File: config.mk
export PLATFORM = sky130hd
export DESIGN_NAME = z80_fetch_unit
export DESIGN_NICKNAME = d
export VERILOG_FILES = /design/src/rtl/z80_fetch_unit.sv
export SDC_FILE = /design/constraint.sdc
export NUM_CORES = 1
export LEC_CHECK = 0
export ABC_AREA = 1
export CAP_MARGIN = 20
export CORE_UTILIZATION = 30
export DETAILED_ROUTE_END_ITERATION = 8
export DONT_BUFFER_PORTS = 1
export PLACE_DENSITY_LB_ADDON = 0.1
export SLEW_MARGIN = 10
export SYNTH_ARGS = -nofsm -noshare
export SYNTH_HDL_FRONTEND = slang
export SYNTH_SLANG_ARGS = --single-unit
File: constraint.sdc
create_clock -name CLOCK -period 6 [get_ports CLOCK]
set_clock_uncertainty 0.15 [all_clocks]
set_input_delay 0.9 -clock CLOCK [delete_from_list [all_inputs] [get_ports CLOCK]]
set_output_delay 0.9 -clock CLOCK [all_outputs]
set_load 0.02 [all_outputs]
File: src/rtl/z80_fetch_unit.sv
// z80_fetch_unit: memory front end for the pipelined Z80 core.
// Owns the single A/DI/DO/W memory port. Opcode bytes are prefetched into a
// DEPTH-entry queue, and core data reads and writes are interleaved with
// priority over fetches. The memory may be pipelined with any fixed latency.
// Every issued access carries a tag down a MEM_LAT-deep shift register, so the
// tag and its DI byte leave the pipeline on the same edge. A queue slot is
// reserved when a fetch is issued, so the queue can never overflow.
module z80_fetch_unit #(
  parameter int              DEPTH    = 4,
  parameter int              MEM_LAT  = 2,
  parameter int              AW       = 16,
  parameter logic [AW-1:0]   RESET_PC = '0
) (
  input  logic          CLOCK,
  input  logic          RESET,
  input  logic          HOLD,
  output logic [AW-1:0] A,
  input  logic [7:0]    DI,
  output logic [7:0]    DO,
  output logic          W,
  input  logic          FLUSH,
  input  logic [AW-1:0] FLUSH_PC,
  output logic          Q_VALID,
  output logic [7:0]    Q_DATA,
  output logic [AW-1:0] Q_PC,
  input  logic          Q_POP,
  input  logic          D_REQ,
  input  logic          D_WE,
  input  logic [AW-1:0] D_ADDR,
  input  logic [7:0]    D_WDATA,
  output logic          D_BUSY,
  output logic          D_ACK,
  output logic [7:0]    D_RDATA
);

  localparam int PW = $clog2(DEPTH);
  localparam int CW = PW + 1;

  // One in-flight access. Writes never enter the pipeline: their
  // acknowledge is derived from W alone.
  typedef struct packed {
    logic          valid;
    logic          is_fetch;
    logic [AW-1:0] pc;
  } tag_t;

  tag_t          tags [MEM_LAT];
  logic [7:0]    q_data_mem [DEPTH];
  logic [AW-1:0] q_pc_mem   [DEPTH];
  logic [PW-1:0] rd_ptr;
  logic [PW-1:0] wr_ptr;
  logic [CW-1:0] count;
  logic [AW-1:0] fetch_pc;

  logic [CW-1:0] in_flight;
  logic          data_issue;
  logic          fetch_issue;
  tag_t          arrive;
  logic          arrive_data;
  logic          push;
  logic          pop;
  tag_t          issue_tag;

  // Count fetches still in the memory pipeline; together with count this
  // gives the number of queue slots already spoken for.
  // NOTE: every always_comb output gets a default first, so no path can
  // leave it unassigned and infer a latch.
  always_comb begin
    in_flight = '0;
    for (int i = 0; i < MEM_LAT; i++) begin
      if (tags[i].valid && tags[i].is_fetch) in_flight = in_flight + CW'(1);
    end
  end

  // Issue arbitration (data beats fetch) and queue push/pop decisions.
  always_comb begin
    data_issue  = D_REQ && !D_BUSY && HOLD;
    fetch_issue = HOLD && !data_issue && !FLUSH &&
                  (({1'b0, count} + {1'b0, in_flight}) < (CW + 1)'(DEPTH));
    arrive      = tags[MEM_LAT-1];
    arrive_data = arrive.valid && !arrive.is_fetch;
    push        = arrive.valid && arrive.is_fetch && !FLUSH;
    pop         = Q_POP && Q_VALID && !FLUSH;
    issue_tag.valid    = fetch_issue || (data_issue && !D_WE);
    issue_tag.is_fetch = fetch_issue;
    issue_tag.pc       = fetch_pc;
  end

  assign Q_VALID = (count != '0);
  assign Q_DATA  = q_data_mem[rd_ptr];
  assign Q_PC    = q_pc_mem[rd_ptr];

  // Registered memory port: address, write data and one-cycle write strobe.
  // With HOLD low nothing issues, so A keeps its last value and W drops.
  // NOTE: sequential state uses non-blocking assignments so every register
  // samples pre-edge values regardless of block ordering.
  always_ff @(posedge CLOCK) begin
    if (RESET) begin
      A  <= '0;
      DO <= '0;
      W  <= 1'b0;
    end else begin
      W <= 1'b0;
      if (data_issue) begin
        A <= D_ADDR;
        if (D_WE) begin
          DO <= D_WDATA;
          W  <= 1'b1;
        end
      end else if (fetch_issue) begin
        A <= fetch_pc;
      end
    end
  end

  // Next opcode fetch address; a redirect overrides any advance.
  always_ff @(posedge CLOCK) begin
    if (RESET)            fetch_pc <= RESET_PC;
    else if (FLUSH)       fetch_pc <= FLUSH_PC;
    else if (fetch_issue) fetch_pc <= fetch_pc + AW'(1);
  end

  // Tag shift register; a redirect kills fetch tags but lets data tags live.
  always_ff @(posedge CLOCK) begin
    if (RESET) begin
      for (int i = 0; i < MEM_LAT; i++) tags[i] <= '0;
    end else begin
      tags[0] <= issue_tag;
      for (int i = 1; i < MEM_LAT; i++) begin
        tags[i]       <= tags[i-1];
        tags[i].valid <= tags[i-1].valid && !(FLUSH && tags[i-1].is_fetch);
      end
    end
  end

  // Queue storage: written on push only.
  // NOTE: the storage array is deliberately not reset; count gates every
  // read, so stale entries are never observed and reset stays cheap.
  always_ff @(posedge CLOCK) begin
    if (push) begin
      q_data_mem[wr_ptr] <= DI;
      q_pc_mem[wr_ptr]   <= arrive.pc;
    end
  end

  // Queue pointers and occupancy; a simultaneous push and pop leaves count alone.
  always_ff @(posedge CLOCK) begin
    if (RESET || FLUSH) begin
      rd_ptr <= '0;
      wr_ptr <= '0;
      count  <= '0;
    end else begin
      if (push) wr_ptr <= wr_ptr + PW'(1);
      if (pop)  rd_ptr <= rd_ptr + PW'(1);
      if (push && !pop)      count <= count + CW'(1);
      else if (pop && !push) count <= count - CW'(1);
    end
  end

  // Data side handshake. A write completes one edge after W; a read
  // completes when its tag leaves the pipeline with DI.
  always_ff @(posedge CLOCK) begin
    if (RESET) begin
      D_BUSY  <= 1'b0;
      D_ACK   <= 1'b0;
      D_RDATA <= '0;
    end else begin
      D_ACK <= W || arrive_data;
      if (arrive_data) D_RDATA <= DI;
      if (data_issue)  D_BUSY  <= 1'b1;
      else if (D_ACK)  D_BUSY  <= 1'b0;
    end
  end

endmodule

==> flow_summary.yaml, run 1 <==
status:
  status: "complete, no violations"
worst_setup_path:
  worstReg2RegEnd: "fetch_pc[6]"
  endpoint: "Q_PC[4]"
  worst-path-stages: 3
  path_delay_family: "buffers and inverters"
  arrival_ps: 2350
  crit_path_end_kind: "output port"
  worst-path-max-fanout: 25
  required_ps: 4950
  crit_slowest_cell: "inv_1"
  ff2ff_setup_slack_ps: 3730
  critPathMaxStageDelay_ps: 670
  worstReg2RegStart: "tags[1][17]"
  crit_type: "flip-flop to output port"
  crit_path_start_kind: "flip-flop"
  crit_chain: "inv_1 > o21ai_0 > o22ai_1"
  rr_worst_depth: 12
  cp.buffers_inverters: 1
global_route:
  grt_usage: 0.140
  grt_overflow: 0
  grt_max_degree: 56
  antenna_found_initial: 0
  grt_first_pass_wirelength_mm: 28.0
  grt_pass1_vias: 5019
detailed_routing:
  viasPerCell: 4.67
  drc: 0
  wl_mm: 17.4
  via_count: 5072
  wl_per_cell_um: 16.0
  antenna_left: 0
  firstDrtPassIters: 5
  drt_iter0_markers: 373
final_layout:
  diodes: 0
  fin_cells: 1087
  area_delta_synth_final_pct: 12.1
  multi_input_area_um2: 2270
  nets: 814
  drive_above_1_share: 0.0747
  fillers: 2469
  seq_area_um2: 4800
cts:
  cts.reportedPaths.clkPinSlew_ps: 70
  clk_latency_ps: 420
  clkSinkCount: 192
  cts-root-buf: "clkbuf_16"
  htree_num_levels: 4
  tritoncts: "built"
  numCtsBuffers: 17
  holdBufCountCts: 0
  ctsLongestPathBuffers: 2
  cts-resized-gates: 0
  postCtsSetupBuffers: 0
timing:
  hold_viol_final: 0
  grt_setup_unrepaired: "false"
  fmax_mhz: 294
  layout_setup_ws_ps: 2600
  slew_headroom: 0.420
  final-max-slew-violation-count: 0
  setup_viol: 0
  fin_setup_tns_ps: 0
  tightest_slew_ps: 868
  period_share: 0.567
  period_minus_slack_ps: 3400
yosys:
  yosys.area_share.simple: 0.187
  synth_mux_area_frac: 0
  ys_types: 29
  syn_avg_cell_area_um2: 9.87
  synthAdderAreaFrac: 0.0160
  syn-num-nets: 825
  netlist_area_um2: 7510
  ys_ff_latch: 192
  synth_top_family_by_area: "simple AND/OR/NAND/NOR gates"
  synthesis.instances: 761
  synth_compound_gate_area_share: 0.0924
  ys_seq_area_frac: 0.639
  yosysWarnings: 0
  synth_xor_xnor_area_share: 0.00350
floorplan:
  start_util: 0.307
  die_w_um: 160
  io-pin-count: 115
  core_um2: 24500
  rows: 57
  die_height_um: 160
  die_area_um2: 25700
place:
  dp_slack_ps: 2920
  port_buffers: 0
  dp_hpwl_mm: 11.7
  dp.cells: 1055
  gp_congestion: 0.784
power:
  p_switching_w: 0.000616
  p_per_area_nw_per_um2: 322
  seq_power_share: 0.527
  ir_drop_mv: 0.153
  finalPower_w: 0.00271
  pwr-share-clk: 0.443
  p_int_w: 0.00210
  pwr-share-comb: 0.030
  p_leak_nw: 3.15
  p_sw_frac: 0.227
job:
  drv_cap: 0
worst_hold_path:
  hold_start: "tags[0][15]"
  hp-class: "flip-flop to flip-flop"
[tightest hold or removal path, delay by kind of cell (launching register included)]
kind                   cells  cell delay, ps
buffers and inverters      1              40
DFF                        1             300
and+or+nand+nor            1              30
[cells by family after synthesis]
logic type | after synthesis
and+or+nand+nor | 318
buffers and inverters | 110
xor gates and xnor gates | 3
adders and majority gates | 9
AOI/OAI and AO/OA | 129
DFF | 192
[through the flow]
| stage | instance area, µm² | util | hold slack, ps |
|---|---|---|---|
| finish | 8420 | 0.344 | 254 |
| detailed placement | 7800 | 0.319 | 248 |
| floorplan | 7510 | - | 238 |
| CTS | 8420 | 0.344 | 253 |
| global route | 8420 | 0.344 | 276 |
| global placement | 7800 | 0.319 | 250 |
[synthesized netlist by cell type, drive strengths merged]
cell | n | area share
nor2 | 132 | 0.075
dfxtp | 96 | 0.26
edfxtp | 96 | 0.38
nand2 | 95 | 0.050
nand3 | 88 | 0.059
inv | 73 | 0.036
o21ai | 72 | 0.048
a21oi | 25 | 0.017
o22ai | 25 | 0.021
buf | 23 | 0.018
clkbuf | 13 | 0.0065
ha | 8 | 0.013
a22oi | 6 | 0.0060
xor2 | 3 | 0.0035
nand4 | 2 | 0.0017
clkinv | 1 | 0.00050
fa | 1 | 0.0027
nor3 | 1 | 0.00067
o31ai | 1 | 0.0010
[power groups by stage]
stage	Sequential (W)	Clock, W	Combinational (W)
2_1_floorplan	0.00145	0	0.0000765
3_3_place_gp	0.00146	0	0.0000802
3_5_place_dp	0.00146	0	0.0000821
4_1_cts	0.00143	0.00123	0.0000823
5_1_grt	0.00144	0.00128	0.0000933
6_report	0.00143	0.00120	0.0000812
[layout make-up]
type | count | area share
sequential | 192 | 0.570
multi-input combinational | 459 | 0.269
clock buffer | 19 | 0.0514
tap | 324 | 0.0481
inverter | 74 | 0.0330
clock inverter | 13 | 0.0227
timing repair buffer | 6 | 0.00535
[sequential cells by signal, summed over array words and instances, names as in the netlist, named ones only]
signal      flops
A              16
DO              8
D_ACK           1
D_BUSY          1
D_RDATA         8
W               1
count           3
fetch_pc       16
q_data_mem     32
q_pc_mem       64
rd_ptr          2
tags           36
wr_ptr          2
[placed cells by master, fill, tap and decap left out, types with 4 or more instances in the layout]
cell type / instances
a21oi_1: 25
a22oi_1: 6
buf_4: 6
clkbuf_16: 17
dfxtp_1: 96
edfxtp_1: 96
ha_1: 8
inv_1: 72
inv_8: 4
nand2_1: 90
nand3_1: 87
nor2_1: 118
nor2_2: 7
nor2_4: 5
o21ai_0: 69
o22ai_1: 25
[layer usage]
layer  up-vias  routed length, µm  global-route usage
li1       2533                  -                   -
met1      2346               7960               0.184
met2       185               7730               0.219
met3         8               1570              0.0538
met4         0                118              0.0307
met5         -                  0                   0
[how the worst min path moves through the flow]
stage	to	slack, ps	cells past startpoint
floorplan	tags[1][0]	240	2
global placement	tags[1][10]	250	2
detailed placement	tags[1][15]	250	2
CTS	tags[1][15]	250	2
global route	tags[1][6]	280	2
finish	tags[1][15]	250	2
No activity file was read; power rests on OpenSTA's default activity.
==> inputs of run 2 (changes only) <==
==> constraint.sdc (replaced) <==
create_clock -name CLOCK -period 3.07 [get_ports CLOCK]
set_clock_uncertainty 0.15 [all_clocks]
set_input_delay 0.4605 -clock CLOCK [delete_from_list [all_inputs] [get_ports CLOCK]]
set_output_delay 0.4605 -clock CLOCK [all_outputs]
set_load 0.02 [all_outputs]
==> run 2 against run 1 <==
  * Routed wire length increased by 3.7%
  * Via count up 2.4%
  * Register-to-register slack lost 2900 ps
  * Global-route usage up 0.32 points
  * Sequential cell count unchanged
  * Core utilization up 0.70 points
  * Final area increased by 2.0%
  * First-iteration DRC count shrank 15%
  * Setup slack got worse by 2100 ps
  * Largest power group unchanged
==> flow_summary.yaml, run 2 (synthesis gave the netlist of run 1 again) <==
place:
  gp_congestion: 0.756
  dp_hpwl_mm: 11.7
  port_buffers: 0
  dp_slack_ps: 849
final_layout:
  area_delta_synth_final_pct: 14.4
  drive_above_1_share: 0.0865
  largest_reg_flops: 64
  final_cell_mix: "nor2_1 (118), dfxtp_1 (96), edfxtp_1 (96)"
  regMostFlops: "q_pc_mem"
  diodes: 0
  largest_registers: "q_pc_mem (64), tags (36), q_data_mem (32)"
  final_common_cell: "nor2_1"
  nets: 837
cts:
  tritoncts: "built"
  clkSinkCount: 192
  cts-root-buf: "clkbuf_16"
  ctsLongestPathBuffers: 2
  clk_latency_ps: 420
  htree_num_levels: 4
  numCtsBuffers: 17
  cts-resized-gates: 0
  cts.reportedPaths.clkPinSlew_ps: 70
floorplan:
  die_w_um: 160
  rows: 57
  die_area_um2: 25700
  io-pin-count: 115
  core_um2: 24500
  die_height_um: 160
  start_util: 0.307
timing:
  setup_viol: 0
  tightest_slew_ps: 657
  period_share: 0.852
  fmax_mhz: 382
  fin_setup_tns_ps: 0
  final-max-slew-violation-count: 0
  hold_viol_final: 0
  slew_headroom: 0.569
  period_minus_slack_ps: 2610
  grt_setup_unrepaired: "false"
  layout_setup_ws_ps: 455
worst_setup_path:
  required_ps: 2460
  crit_type: "flip-flop to output port"
  crit_chain: "inv_1 > buf_12 > nor2_1 > o22ai_1"
  crit_path_start_kind: "flip-flop"
  path_delay_family: "buffers and inverters"
  crit_path_end_kind: "output port"
  arrival_ps: 2000
  critPathMaxStageDelay_ps: 530
  cp.buffers_inverters: 2
  worst-path-max-fanout: 33
  crit_slowest_cell: "o22ai_1"
detailed_routing:
  drc: 0
  viasPerCell: 4.68
  antenna_left: 0
  drt_iter0_markers: 316
  wl_mm: 18.0
  firstDrtPassIters: 4
  via_count: 5194
  wl_per_cell_um: 16.2
worst_hold_path:
  hp-class: "input pin to flip-flop"
power:
  p_leak_nw: 3.25
  p_per_area_nw_per_um2: 602
  ir_drop_mv: 0.245
job:
  drv_cap: 0
global_route:
  grt_overflow: 0
  grt_max_degree: 49
  grt_first_pass_wirelength_mm: 28.2
  grt_pass1_vias: 5127
  antenna_found_initial: 0
  grt_usage: 0.143
status:
  status: "complete, no violations"
-- run 2: what timing repair did --
action                                  in CTS  in global routing
endpoints found under the hold margin       80                  0
endpoints found under the setup margin       0                  0
buffers inserted                             0                  0
hold buffers                                12                  0
-- run 2: routing by layer --
| metal | wire (µm) | up-vias | GRT usage |
|---|---|---|---|
| li1 | - | 2583 | - |
| met4 | 225 | 0 | 0.0420 |
| met1 | 8340 | 2446 | 0.182 |
| met3 | 1290 | 10 | 0.0530 |
| met2 | 8170 | 155 | 0.228 |
| met5 | 0 | - | 0 |
-- run 2: worst register-to-register path: stages (launching register included) --
cell and delay (ps):
dfxtp_1 310, nand2_1 110, inv_1 60, ha_1 190
ha_1 270, nand3_1 80, nand2_2 130, nor2_8 90
nor2_2 480, nand2_1 110, nand3_1 100, nand2_1 50
inv_1 60
-- run 2: final timing paths --
kind | slack, ps | depth (start not counted) | from | to
hold / removal | 20 | 1 | RESET | tags[0][15]
setup / recovery | 460 | 4 | flip-flop | Q_PC[4]
setup reg to reg | 830 | 12 | tags[1][17] | fetch_pc[8]
hold reg to reg | 250 | 2 | tags[0][8] | tags[1][8]
-- run 2: cell type report --
cell class / count / area (µm²)
clock buffers: 20 / 447
clock inverters: 12 / 133
fillers: 2466 / 15900
inverters: 74 / 278
multi-input cells: 459 / 2260
flip-flops and latches: 192 / 4800
well taps: 324 / 405
repair buffers: 29 / 270
-- run 2: power by group --
group          internal (W)  switching (W)
sequential          0.00273      0.0000678
clock               0.00123       0.000953
combinational     0.0000625       0.000128
-- run 2: metrics by stage --
stage / instance area [µm²] / utilization / hold slack [ps] / instances / power (W)
after floorplan: 7510 / - / 238 / 761 / 0.00299
after global placement: 7880 / 0.322 / 245 / 1066 / 0.00301
after detailed placement: 7880 / 0.322 / 246 / 1066 / 0.00302
after CTS: 8590 / 0.351 / 1.01 / 1110 / 0.00524
after global routing: 8590 / 0.351 / 6.51 / 1110 / 0.00538
final: 8590 / 0.351 / 24.4 / 1110 / 0.00517
==> inputs of run 3 (changes only) <==
--- a/config.mk
+++ b/config.mk
@@ -5,8 +5,8 @@
 export SDC_FILE = /design/constraint.sdc
 export NUM_CORES = 1
 export LEC_CHECK = 0
-export ABC_AREA = 1
 export CAP_MARGIN = 20
+export CORE_ASPECT_RATIO = 1.5
 export CORE_UTILIZATION = 30
 export DETAILED_ROUTE_END_ITERATION = 8
 export DONT_BUFFER_PORTS = 1
==> run 3 against run 2 <==
  * Total power grew 6.2%
  * Hold slack gained 8.1 ps
  * Routed wire length shrank 13%
  * Die area shrank 4.0%
  * Final cell count shrank 20%
  * Sequential cell count is the same
  * Maximum frequency shrank 6.5%
  * Core utilization grew 0.54 points
  * Critical endpoint is now fetch_pc[10]
==> flow_summary.yaml, run 3 <==
final_layout:
  area_delta_synth_final_pct: 17.1
  drive_above_1_share: 0.122
  largest_reg_flops: 64
  largest_registers: "q_pc_mem (64), tags (36), q_data_mem (32)"
  final_cell_mix: "edfxtp_1 (96), dfxtp_1 (95), nand2_1 (75)"
  final_util: 0.357
  final_common_cell: "edfxtp_1"
  nets: 624
  regMostFlops: "q_pc_mem"
  diodes: 0
power:
  ir_drop_mv: 0.346
  p_per_area_nw_per_um2: 651
  p_leak_nw: 2.83
  finalPower_w: 0.00550
floorplan:
  die_height_um: 192
  die_area_um2: 24600
  rows: 69
  io-pin-count: 115
  die_w_um: 129
  start_util: 0.305
  core_um2: 23700
timing:
  slew_headroom: 0.539
  layout_setup_ws_ps: 273
  period_share: 0.911
  fmax_mhz: 357
  setup_viol: 0
  fin_setup_tns_ps: 0
  tightest_slew_ps: 690
  period_minus_slack_ps: 2800
  hold_viol_final: 0
  hold_slack_ps: 32.5
  final-max-slew-violation-count: 0
  grt_setup_unrepaired: "false"
global_route:
  grt_overflow: 0
  grt_first_pass_wirelength_mm: 24.3
  grt_pass1_vias: 4252
  grt_max_degree: 86
  grt_usage: 0.134
  antenna_found_initial: 1
cts:
  cts.reportedPaths.clkPinSlew_ps: 70
  clk_latency_ps: 430
  tritoncts: "built"
  holdBufCountCts: 19
  htree_num_levels: 4
  clkSinkCount: 192
  numCtsBuffers: 17
  postCtsSetupBuffers: 0
  cts-root-buf: "clkbuf_16"
  cts-resized-gates: 0
  ctsLongestPathBuffers: 2
yosys:
  ys_seq_area_frac: 0.667
  syn_avg_cell_area_um2: 13.2
  yosys_most_used_dff: "edfxtp_1"
  ys_top_cells_by_area: "edfxtp_1 (40%), dfxtp_1 (27%), mux4_2 (7.5%)"
  synthesis.instances: 547
  yosys.area.top_type: "edfxtp_1"
  syn-num-nets: 611
  ys_async_sr_fraction: 0
  ys_ff_latch: 192
  synth_common_cells: "dfxtp_1 (96), edfxtp_1 (96), nand2_1 (75)"
  ys_types: 37
  yosysWarnings: 0
  synth_edf_count: 96
  netlist_area_um2: 7200
  yosys.area.top_type_share: 0.400
detailed_routing:
  wl_per_cell_um: 17.6
  drc: 0
  antenna_left: 0
  viasPerCell: 4.70
  firstDrtPassIters: 4
  wl_mm: 15.7
  drt_iter0_markers: 186
  via_count: 4194
worst_setup_path:
  crit_path_end_kind: "flip-flop"
  required_ps: 3250
  arrival_ps: 2970
  crit_path_start_kind: "flip-flop"
  crit_type: "flip-flop to flip-flop"
  ff2ff_setup_slack_ps: 270
  worst-path-max-fanout: 25
place:
  dp_slack_ps: 324
  dp_hpwl_mm: 9.79
  gp_congestion: 0.737
  port_buffers: 0
status:
  status: "complete, no violations"
job:
  drv_cap: 0
worst_hold_path:
  hp-class: "input pin to flip-flop"
-- run 3: changes by cell type after synthesis, moves of 13 or more --
cell	previous run	this run
inv_1	72	9
mux4_2	0	24
nand3_1	87	8
a311oi_1	0	26
nor2_1	122	43
clkbuf_1	13	26
nand2_1	90	75
o21ai_0	69	2
o22ai_1	25	0
nor2b_1	0	34
-- run 3: metrics by stage --
stage / instance area [µm²] / instances
after global routing: 8440 / 892
after floorplan: 7200 / 547
after CTS: 8410 / 891
final: 8440 / 892
after global placement: 7540 / 840
after detailed placement: 7540 / 840
-- run 3: metal layers --
metal  wire length [µm]  up-vias  track usage  share of wire
met2               8030       98        0.224           0.51
met3                761       20       0.0412          0.048
li1                   -     2026            -              -
met1               6630     2050        0.158           0.42
met4                291        0       0.0543          0.019
met5                  0        -            0              0
-- run 3: worst paths after layout --
check	startpoint	to	cells after the start
setup / recovery	tags[1][17]	fetch_pc[10]	8
hold / removal	DI[5]	D_RDATA[5]	2
setup reg to reg	tags[1][17]	fetch_pc[10]	8
hold reg to reg	tags[0][17]	tags[1][17]	2
-- run 3: layout make-up --
class / instances / area [µm²]
Fill cell: 2358 / 15200
Multi-Input combinational cell: 310 / 2220
Timing Repair Buffer: 30 / 310
Inverter: 9 / 33.8
Sequential cell: 192 / 4810
Tap cell: 319 / 399
Clock buffer: 18 / 429
Clock inverter: 14 / 238
-- run 3: worst max-delay path: stages (launching register included) --
cell and delay, ps:
dfxtp_1 320, nand2_1 130, inv_1 80, ha_1 200, ha_1 210, nor3b_4 240
nand3_2 430, or4_1 630, a311oi_1 300
-- run 3: cell families (layout without fill, tap and decap cells) --
| group | Yosys count | in the layout | share of synthesized area |
|---|---|---|---|
| and+or+nand+nor | 199 | 199 | 0.137 |
| DFF | 192 | 192 | 0.667 |
| AOI/OAI and AO/OA | 69 | 69 | 0.0690 |
| buffers and inverters | 45 | 71 | 0.0245 |
| muxes | 26 | 26 | 0.0778 |
| adders and majority gates | 9 | 9 | 0.0167 |
| xor gates and xnor gates | 7 | 7 | 0.00851 |
-- run 3: where the power goes --
group | internal [W] | switching, W | leakage [nW]
clock network | 0.00153 | 0.000969 | 0.326
registers | 0.00274 | 0.0000792 | 1.69
logic | 0.0000776 | 0.000103 | 0.821
total | 0.00435 | 0.00115 | 2.83
